## config.mk

```make
export PLATFORM = sky130hd
export DESIGN_NAME = rand_range_gen_flat
export DESIGN_NICKNAME = d
export VERILOG_FILES = /design/src/rtl/rand_range_gen_if.sv /design/src/rtl/rand_range_gen.sv /design/src/flat_wrapper.sv
export SDC_FILE = /design/constraint.sdc
export NUM_CORES = 1
export LEC_CHECK = 0
export BUFFER_PORTS_ARGS = -buffer_cell sky130_fd_sc_hd__buf_2
export CORE_ASPECT_RATIO = 1.1
export CORE_MARGIN = 5
export CORE_UTILIZATION = 40
export CTS_CLUSTER_SIZE = 20
export DETAILED_ROUTE_END_ITERATION = 12
export PLACE_DENSITY = 0.75
export SYNTH_ARGS = -nofsm -noshare
export SYNTH_HDL_FRONTEND = slang
export SYNTH_SLANG_ARGS = --single-unit
```

## constraint.sdc

```tcl
create_clock -name clk_i -period 4.49 [get_ports clk_i]
set_clock_uncertainty 0.15 [all_clocks]
set_input_delay 0.449 -clock clk_i [delete_from_list [all_inputs] [get_ports clk_i]]
set_output_delay 0.449 -clock clk_i [all_outputs]
set_load 0.02 [all_outputs]
```

## src/rtl/rand_range_gen_if.sv

```systemverilog
// rand_range_gen_if: seed/draw port bundle of the bounded random source.
// The master side (carve FSM) seeds the LFSRs and requests draws; the slave
// side (rand_range_gen) returns the result with a one-cycle valid pulse.
interface rand_range_gen_if #(
    parameter int unsigned OUT_W = 2,
    parameter int unsigned A_W   = 23,
    parameter int unsigned B_W   = 21
);
    logic             seed_load;
    logic [A_W-1:0]   seed_a;
    logic [B_W-1:0]   seed_b;
    logic             req;
    logic [OUT_W:0]   limit;
    logic             busy;
    logic             valid;
    logic [OUT_W-1:0] rnd;
    logic             fallback;
    logic [15:0]      reject_cnt;

    modport master (
        output seed_load, seed_a, seed_b, req, limit,
        input  busy, valid, rnd, fallback, reject_cnt
    );

    modport slave (
        input  seed_load, seed_a, seed_b, req, limit,
        output busy, valid, rnd, fallback, reject_cnt
    );
endinterface

```

## src/rtl/rand_range_gen.sv

```systemverilog
// rand_range_gen: uniform draw in [0, limit-1] from two free-running
// Fibonacci LFSRs using bounded rejection sampling. A draw that keeps
// rejecting for MAX_TRIES samples returns 0 with the fallback flag set.
// Optional build macro: RAND_STATS_EN adds a saturating rejection counter
// on reject_cnt; without it reject_cnt is tied to zero.
module rand_range_gen #(
    parameter int unsigned    OUT_W     = 2,
    parameter int unsigned    A_W       = 23,
    parameter int unsigned    A_TAP     = 17,
    parameter logic [A_W-1:0] A_SEED    = 23'h5A_DB6A,
    parameter int unsigned    B_W       = 21,
    parameter int unsigned    B_TAP     = 18,
    parameter logic [B_W-1:0] B_SEED    = 21'h16_D2AE,
    parameter int unsigned    MAX_TRIES = 8
) (
    input  logic                 clk_i,
    input  logic                 rst_i,
    rand_range_gen_if.slave      bus_if
);

    // Retry counter must be able to hold MAX_TRIES itself for the compare.
    localparam int unsigned        TRY_W    = $clog2(MAX_TRIES + 1);
    localparam logic [TRY_W-1:0]   TRY_ONE  = TRY_W'(1);
    localparam logic [TRY_W-1:0]   TRY_ZERO = TRY_W'(0);
    localparam logic [TRY_W-1:0]   TRY_LAST = TRY_W'(MAX_TRIES);
    // Largest legal limit: every sample value is a valid choice.
    localparam logic [OUT_W:0]     LIM_MAX  = {1'b1, {OUT_W{1'b0}}};
    localparam logic [OUT_W:0]     LIM_ONE  = {{OUT_W{1'b0}}, 1'b1};
    localparam logic [OUT_W:0]     LIM_ZERO = {(OUT_W+1){1'b0}};

    typedef enum logic [0:0] {
        ST_IDLE = 1'b0,
        ST_DRAW = 1'b1
    } state_t;

    // One Fibonacci shift of LFSR A: feedback enters at bit 0.
    function automatic logic [A_W-1:0] lfsr_a_step(input logic [A_W-1:0] v);
        return {v[A_W-2:0], v[A_W-1] ^ v[A_TAP]};
    endfunction

    // One Fibonacci shift of LFSR B.
    function automatic logic [B_W-1:0] lfsr_b_step(input logic [B_W-1:0] v);
        return {v[B_W-2:0], v[B_W-1] ^ v[B_TAP]};
    endfunction

    // Map a requested limit onto 1..2^OUT_W so a draw always has a choice.
    function automatic logic [OUT_W:0] clamp_limit(input logic [OUT_W:0] lim);
        logic [OUT_W:0] r;
        if (lim == LIM_ZERO) begin
            r = LIM_ONE;
        end else if (lim > LIM_MAX) begin
            r = LIM_MAX;
        end else begin
            r = lim;
        end
        return r;
    endfunction

    logic [A_W-1:0]   a_q, a_d;
    logic [B_W-1:0]   b_q, b_d;
    state_t           state_q, state_d;
    logic [TRY_W-1:0] tries_q, tries_d;
    logic [OUT_W:0]   limit_q, limit_d;
    logic             busy_q, busy_d;
    logic             valid_q, valid_d;
    logic [OUT_W-1:0] rnd_q, rnd_d;
    logic             fallback_q, fallback_d;

    logic [OUT_W-1:0] sample_s;
    logic             accept_s;
    logic [TRY_W-1:0] tries_inc_s;

    // Sample is taken from the LFSR state that is current this cycle.
    assign sample_s    = a_q[OUT_W-1:0] ^ b_q[OUT_W-1:0];
    assign accept_s    = ({1'b0, sample_s} < limit_q);
    assign tries_inc_s = tries_q + TRY_ONE;

    // LFSR next state: a seed load wins over the free-running advance, and a
    // zero seed is replaced by the default so the lock-up state never occurs.
    always_comb begin
        a_d = lfsr_a_step(a_q);
        b_d = lfsr_b_step(b_q);
        if (bus_if.seed_load) begin
            if (bus_if.seed_a == {A_W{1'b0}}) begin
                a_d = A_SEED;
            end else begin
                a_d = bus_if.seed_a;
            end
            if (bus_if.seed_b == {B_W{1'b0}}) begin
                b_d = B_SEED;
            end else begin
                b_d = bus_if.seed_b;
            end
        end else begin
            a_d = lfsr_a_step(a_q);
            b_d = lfsr_b_step(b_q);
        end
    end

    // Draw FSM: accept a request in IDLE, then test one sample per cycle
    // until it falls below the limit or the retry budget runs out.
    always_comb begin
        state_d    = state_q;
        tries_d    = tries_q;
        limit_d    = limit_q;
        busy_d     = busy_q;
        valid_d    = 1'b0;
        rnd_d      = rnd_q;
        fallback_d = fallback_q;
        case (state_q)
            ST_IDLE: begin
                if (bus_if.req) begin
                    limit_d = clamp_limit(bus_if.limit);
                    tries_d = TRY_ZERO;
                    state_d = ST_DRAW;
                    busy_d  = 1'b1;
                end else begin
                    state_d = ST_IDLE;
                    busy_d  = 1'b0;
                end
            end
            ST_DRAW: begin
                if (accept_s) begin
                    rnd_d      = sample_s;
                    fallback_d = 1'b0;
                    valid_d    = 1'b1;
                    state_d    = ST_IDLE;
                    busy_d     = 1'b0;
                end else begin
                    tries_d = tries_inc_s;
                    if (tries_inc_s == TRY_LAST) begin
                        rnd_d      = {OUT_W{1'b0}};
                        fallback_d = 1'b1;
                        valid_d    = 1'b1;
                        state_d    = ST_IDLE;
                        busy_d     = 1'b0;
                    end else begin
                        state_d = ST_DRAW;
                        busy_d  = 1'b1;
                    end
                end
            end
            default: begin
                state_d = ST_IDLE;
                busy_d  = 1'b0;
            end
        endcase
    end

    // State and output registers with synchronous reset.
    always_ff @(posedge clk_i) begin
        if (rst_i) begin
            a_q        <= A_SEED;
            b_q        <= B_SEED;
            state_q    <= ST_IDLE;
            tries_q    <= TRY_ZERO;
            limit_q    <= LIM_ONE;
            busy_q     <= 1'b0;
            valid_q    <= 1'b0;
            rnd_q      <= {OUT_W{1'b0}};
            fallback_q <= 1'b0;
        end else begin
            a_q        <= a_d;
            b_q        <= b_d;
            state_q    <= state_d;
            tries_q    <= tries_d;
            limit_q    <= limit_d;
            busy_q     <= busy_d;
            valid_q    <= valid_d;
            rnd_q      <= rnd_d;
            fallback_q <= fallback_d;
        end
    end

    assign bus_if.busy     = busy_q;
    assign bus_if.valid    = valid_q;
    assign bus_if.rnd      = rnd_q;
    assign bus_if.fallback = fallback_q;

`ifdef RAND_STATS_EN
    logic        reject_s;
    logic [15:0] rej_q, rej_d;

    // A rejection is any DRAW cycle whose sample misses the limit,
    // including the last one that triggers the fallback.
    assign reject_s = (state_q == ST_DRAW) && !accept_s;

    // Saturating rejection counter; a reseed starts a fresh statistic.
    always_comb begin
        rej_d = rej_q;
        if (bus_if.seed_load) begin
            rej_d = 16'h0000;
        end else if (reject_s && (rej_q != 16'hFFFF)) begin
            rej_d = rej_q + 16'h0001;
        end else begin
            rej_d = rej_q;
        end
    end

    // Rejection counter register.
    always_ff @(posedge clk_i) begin
        if (rst_i) begin
            rej_q <= 16'h0000;
        end else begin
            rej_q <= rej_d;
        end
    end

    assign bus_if.reject_cnt = rej_q;
`else
    assign bus_if.reject_cnt = 16'h0000;
`endif

endmodule

```

## src/flat_wrapper.sv

```systemverilog
// flat-port wrapper written by rule: the top's interface ports become plain ports
module rand_range_gen_flat 
#(
    parameter int unsigned    OUT_W     = 2,
    parameter int unsigned    A_W       = 23,
    parameter int unsigned    A_TAP     = 17,
    parameter logic [A_W-1:0] A_SEED    = 23'h5A_DB6A,
    parameter int unsigned    B_W       = 21,
    parameter int unsigned    B_TAP     = 18,
    parameter logic [B_W-1:0] B_SEED    = 21'h16_D2AE,
    parameter int unsigned    MAX_TRIES = 8
)
  (clk_i, rst_i, bus_if_seed_load, bus_if_seed_a, bus_if_seed_b, bus_if_req, bus_if_limit, bus_if_busy, bus_if_valid, bus_if_rnd, bus_if_fallback, bus_if_reject_cnt);
  rand_range_gen_if #(.OUT_W(OUT_W), .A_W(A_W), .B_W(B_W)) bus_if_i ();
  input  logic clk_i;
  input  logic rst_i;
  input wire logic [$bits(bus_if_i.seed_load)-1:0] bus_if_seed_load;
  input wire logic [$bits(bus_if_i.seed_a)-1:0] bus_if_seed_a;
  input wire logic [$bits(bus_if_i.seed_b)-1:0] bus_if_seed_b;
  input wire logic [$bits(bus_if_i.req)-1:0] bus_if_req;
  input wire logic [$bits(bus_if_i.limit)-1:0] bus_if_limit;
  output wire logic [$bits(bus_if_i.busy)-1:0] bus_if_busy;
  output wire logic [$bits(bus_if_i.valid)-1:0] bus_if_valid;
  output wire logic [$bits(bus_if_i.rnd)-1:0] bus_if_rnd;
  output wire logic [$bits(bus_if_i.fallback)-1:0] bus_if_fallback;
  output wire logic [$bits(bus_if_i.reject_cnt)-1:0] bus_if_reject_cnt;
  assign bus_if_i.seed_load = bus_if_seed_load;
  assign bus_if_i.seed_a = bus_if_seed_a;
  assign bus_if_i.seed_b = bus_if_seed_b;
  assign bus_if_i.req = bus_if_req;
  assign bus_if_i.limit = bus_if_limit;
  assign bus_if_busy = bus_if_i.busy;
  assign bus_if_valid = bus_if_i.valid;
  assign bus_if_rnd = bus_if_i.rnd;
  assign bus_if_fallback = bus_if_i.fallback;
  assign bus_if_reject_cnt = bus_if_i.reject_cnt;
  rand_range_gen #(.OUT_W(OUT_W), .A_W(A_W), .A_TAP(A_TAP), .A_SEED(A_SEED), .B_W(B_W), .B_TAP(B_TAP), .B_SEED(B_SEED), .MAX_TRIES(MAX_TRIES)) u_core (.clk_i(clk_i), .rst_i(rst_i), .bus_if(bus_if_i));
endmodule
```

==> summary.md <==
| Metric | Value |
|---|---|
| Worst reg2reg endpoint | u_core.tries_q[2] |
| Max IR drop VDD | 0.2484 mV |
| Final TNS setup | 0 ns |
| Pwr Density | 369.1 mW/mm² |
| Cell taking the most area after synthesis | dfxtp_1 |
| Core ar. | 0.005660 mm² |
| Starting density of the core | 40.61% |
| Area contributors post-synth | dfxtp_1 (49%), mux2i_1 (7.8%), buf_4 (5.6%), o22a_1 (5.3%), o22a_2 (5.2%) |
| Post-synth EDFFs | 0 |
| Deepest clock path buffer count | 2 |
| Antenna-violating nets left | 0 |
| Placed Cells | 341 |
| Setup crit end kind | register |
| Slew headroom | 52.58% |
| RSZ-0062 raised after global routing | false |
| Final Setup Violations | 0 |
| Max Clock Freq | 0.4822 GHz |
| Flops & latches, synth | 56 |
| Min Clock Period, post-route | 2.074 ns |
| Hold Violations, Final | 0 |
| Final Worst Setup Slack | 2.416 ns |
| CTS H-Tree Depth | 2 |
| Port bufs | 55 |
| Post-Synthesis Cells | 222 |
| Number of global-route vias before repair | 1660 |
| DR pass1 iterations | 4 |
| R2R Setup Slk | 2.42 ns |
| Slew @ Worst Pin | 0.7090 ns |
| Main flop type after synthesis | dfxtp_1 |
| Yosys cell types | 41 |
| CP arrival | 2.16 ns |
| Die Area | 0.007364 mm² |
| Ys async rst share | 0% |
| Post-DP HPWL | 3.541 mm |
| Routed len/inst | 13.61 µm |
| CTS buffer count | 5 |
| Fin. max-slew vios | 0 |
| Final period utilization | 46.19% |
| Via density | 4.960 |
| Clk root buf | clkbuf_8 |
| GR Overflow Total | 0 |
| WS Path Type | reg -> reg |
| Iteration-0 DRC Markers | 114 |
| Drt drc | 0 |
| Final GP Congestion | 0.7458 |
| Die Wd | 82.28 µm |
| Vias | 1731 |
| Seq/Total Area, Yosys | 48.78% |
| Gr usage total | 13.13% |
| Worst r2r src | u_core.b_q[1] |
| Hold Crit Class | in -> reg |
| Clock-pin slew on the worst setup and hold paths | 0.10 ns |
| Height of the die | 89.51 µm |
| First-pass GRT wire length | 7.410 mm |
| Synth top cells by count | dfxtp_1 (56), nor2_1 (25), mux2i_1 (18) |
| Post-synthesis average cell area | 10.35 µm² |
| Share of cells above drive strength 1 | 30.88% |
| Initial antenna violation count | 0 |
| Status | finished, final reports clean |
| Mapped cell area | 0.002298 mm² |
| Reg2Reg Depth | 6 |
| Post-CTS Hold Fix Bufs | 0 |
| Top-Level Pins | 72 |
| Number of diodes | 0 |
| Yosys warnings | 0 |
| NumNets Final | 324 |
| Most common cell in the netlist | dfxtp_1 |
| Largest net degree at the start of global routing | 37 |
| End of the critical path | u_core.tries_q[2] |
| MaxCap Viol Count | 0 |
| Yosys top cell area share | 48.78% |
| DP Worst Slack | 2.279 ns |
| CP startpoint kind | register |
| Req. time, crit path | 4.57 ns |
| Crit Path Max Fanout | 9 |
| Post-CTS setup buffers | 0 |
| FP Rows | 29 |
| Skew-Pair Late Insertion Delay | 0.31 ns |
| CTS sink count | 56 |
| Final wirelength | 4.751 mm |
| Final non-filler cell total | 349 |
| Leak | 0.001126 µW |
| Critical Path Source | u_core.b_q[1] |
| CTS-repair resized insts | 0 |
| CTS tree | done |
| Layout Area Growth over Synthesis | 14.86% |
==> power by group <==
group,switching (µW),leakage [µW],internal [µW],total [µW]
Sequential,16.5,0.000466,534,550
Combinational,79.7,0.000614,61.5,141
Clock,168,0.0000463,115,283
Total,264,0.00113,710,974
==> cells in the final DEF (no fill, tap or decap), types with 4 or more instances in the layout <==
| cell type | synthesis | routed |
|---|---|---|
| clkbuf_8 | 1 | 5 |
| o22a_2 | 12 | 12 |
| a21oi_1 | 7 | 7 |
| nor2_1 | 25 | 25 |
| conb_1 | 1 | 16 |
| dfxtp_1 | 56 | 56 |
| o21ai_0 | 4 | 4 |
| o22a_1 | 14 | 14 |
| mux2i_1 | 18 | 18 |
| nor3_1 | 4 | 4 |
| buf_2 | 0 | 55 |
| nor4_1 | 8 | 8 |
| nor2b_1 | 4 | 4 |
==> cell families after synthesis <==
family          after synthesis  synth area share [%]
compound gates               50                 18.45
xor+xnor                      4                 1.525
fa+ha+maj                     2                 1.089
buf+inv                      32                 8.764
flops                        56                 48.78
mux                          18                 7.839
other cells                   1                0.1632
simple gates                 59                 13.39
==> state kept, by name (all words and copies together), names as in the netlist <==
register and count:
u_core.bus_if.fallback 1, u_core.a_q 23, u_core.bus_if.rnd 2, u_core.state_q 1
u_core.tries_q 4, u_core.bus_if.valid 1, u_core.limit_q 3, u_core.b_q 21
==> layer usage <==
layer,vias up,global-route usage (%),wire [µm]
met3,5,2.923,318
met2,48,21.94,2262
met1,816,16.97,2134
met5,-,0,0
li1,862,-,-
met4,0,3.625,36
==> worst min path at each step <==
| stage | start | depth (start not counted) | slack [ns] | endpoint |
|---|---|---|---|---|
| 6_report | bus_if_seed_a[8] | 2 | 0.20 | u_core.a_q[8] |
| 5_1_grt | bus_if_seed_a[19] | 2 | 0.20 | u_core.a_q[19] |
| 4_1_cts | bus_if_limit[2] | 2 | 0.19 | u_core.limit_q[0] |
| 3_5_place_dp | u_core.b_q[19] | 1 | 0.28 | u_core.b_q[20] |
| 3_3_place_gp | u_core.b_q[19] | 1 | 0.27 | u_core.b_q[20] |
| 2_1_floorplan | u_core.b_q[11] | 1 | 0.27 | u_core.b_q[12] |
==> per-stage QoR <==
step                      utilization, %  power, µW  cell area [µm²]  hold slack [ns]
after floorplan                        -      665.2             2355           0.2679
after detailed placement           44.94      703.6             2544           0.2761
after global placement             44.94      700.1             2544           0.2690
after CTS                          46.64      986.9             2640           0.1910
after global routing               46.64       1027             2640           0.1972
final                              46.64      974.3             2640           0.2045
==> cell type report <==
| cell class | instances | area (µm²) |
|---|---|---|
| Tap cell | 77 | 96.34 |
| Clock inverter | 3 | 27.53 |
| Inverter | 3 | 11.26 |
| Multi-Input combinational cell | 149 | 1032 |
| Sequential cell | 56 | 1121 |
| Timing Repair Buffer | 56 | 282.8 |
| Fill cell | 547 | 3020 |
| Clock buffer | 5 | 68.82 |
==> worst max-delay path: stages, from the launching register on <==
cell and delay [ns]:
dfxtp_1 0.38, xor2_1 0.25, ha_1 0.21, o21ba_2 0.16, o211ai_2 0.19, or3b_2 0.49
a31oi_1 0.17
Power figures use the tool's default switching activity.
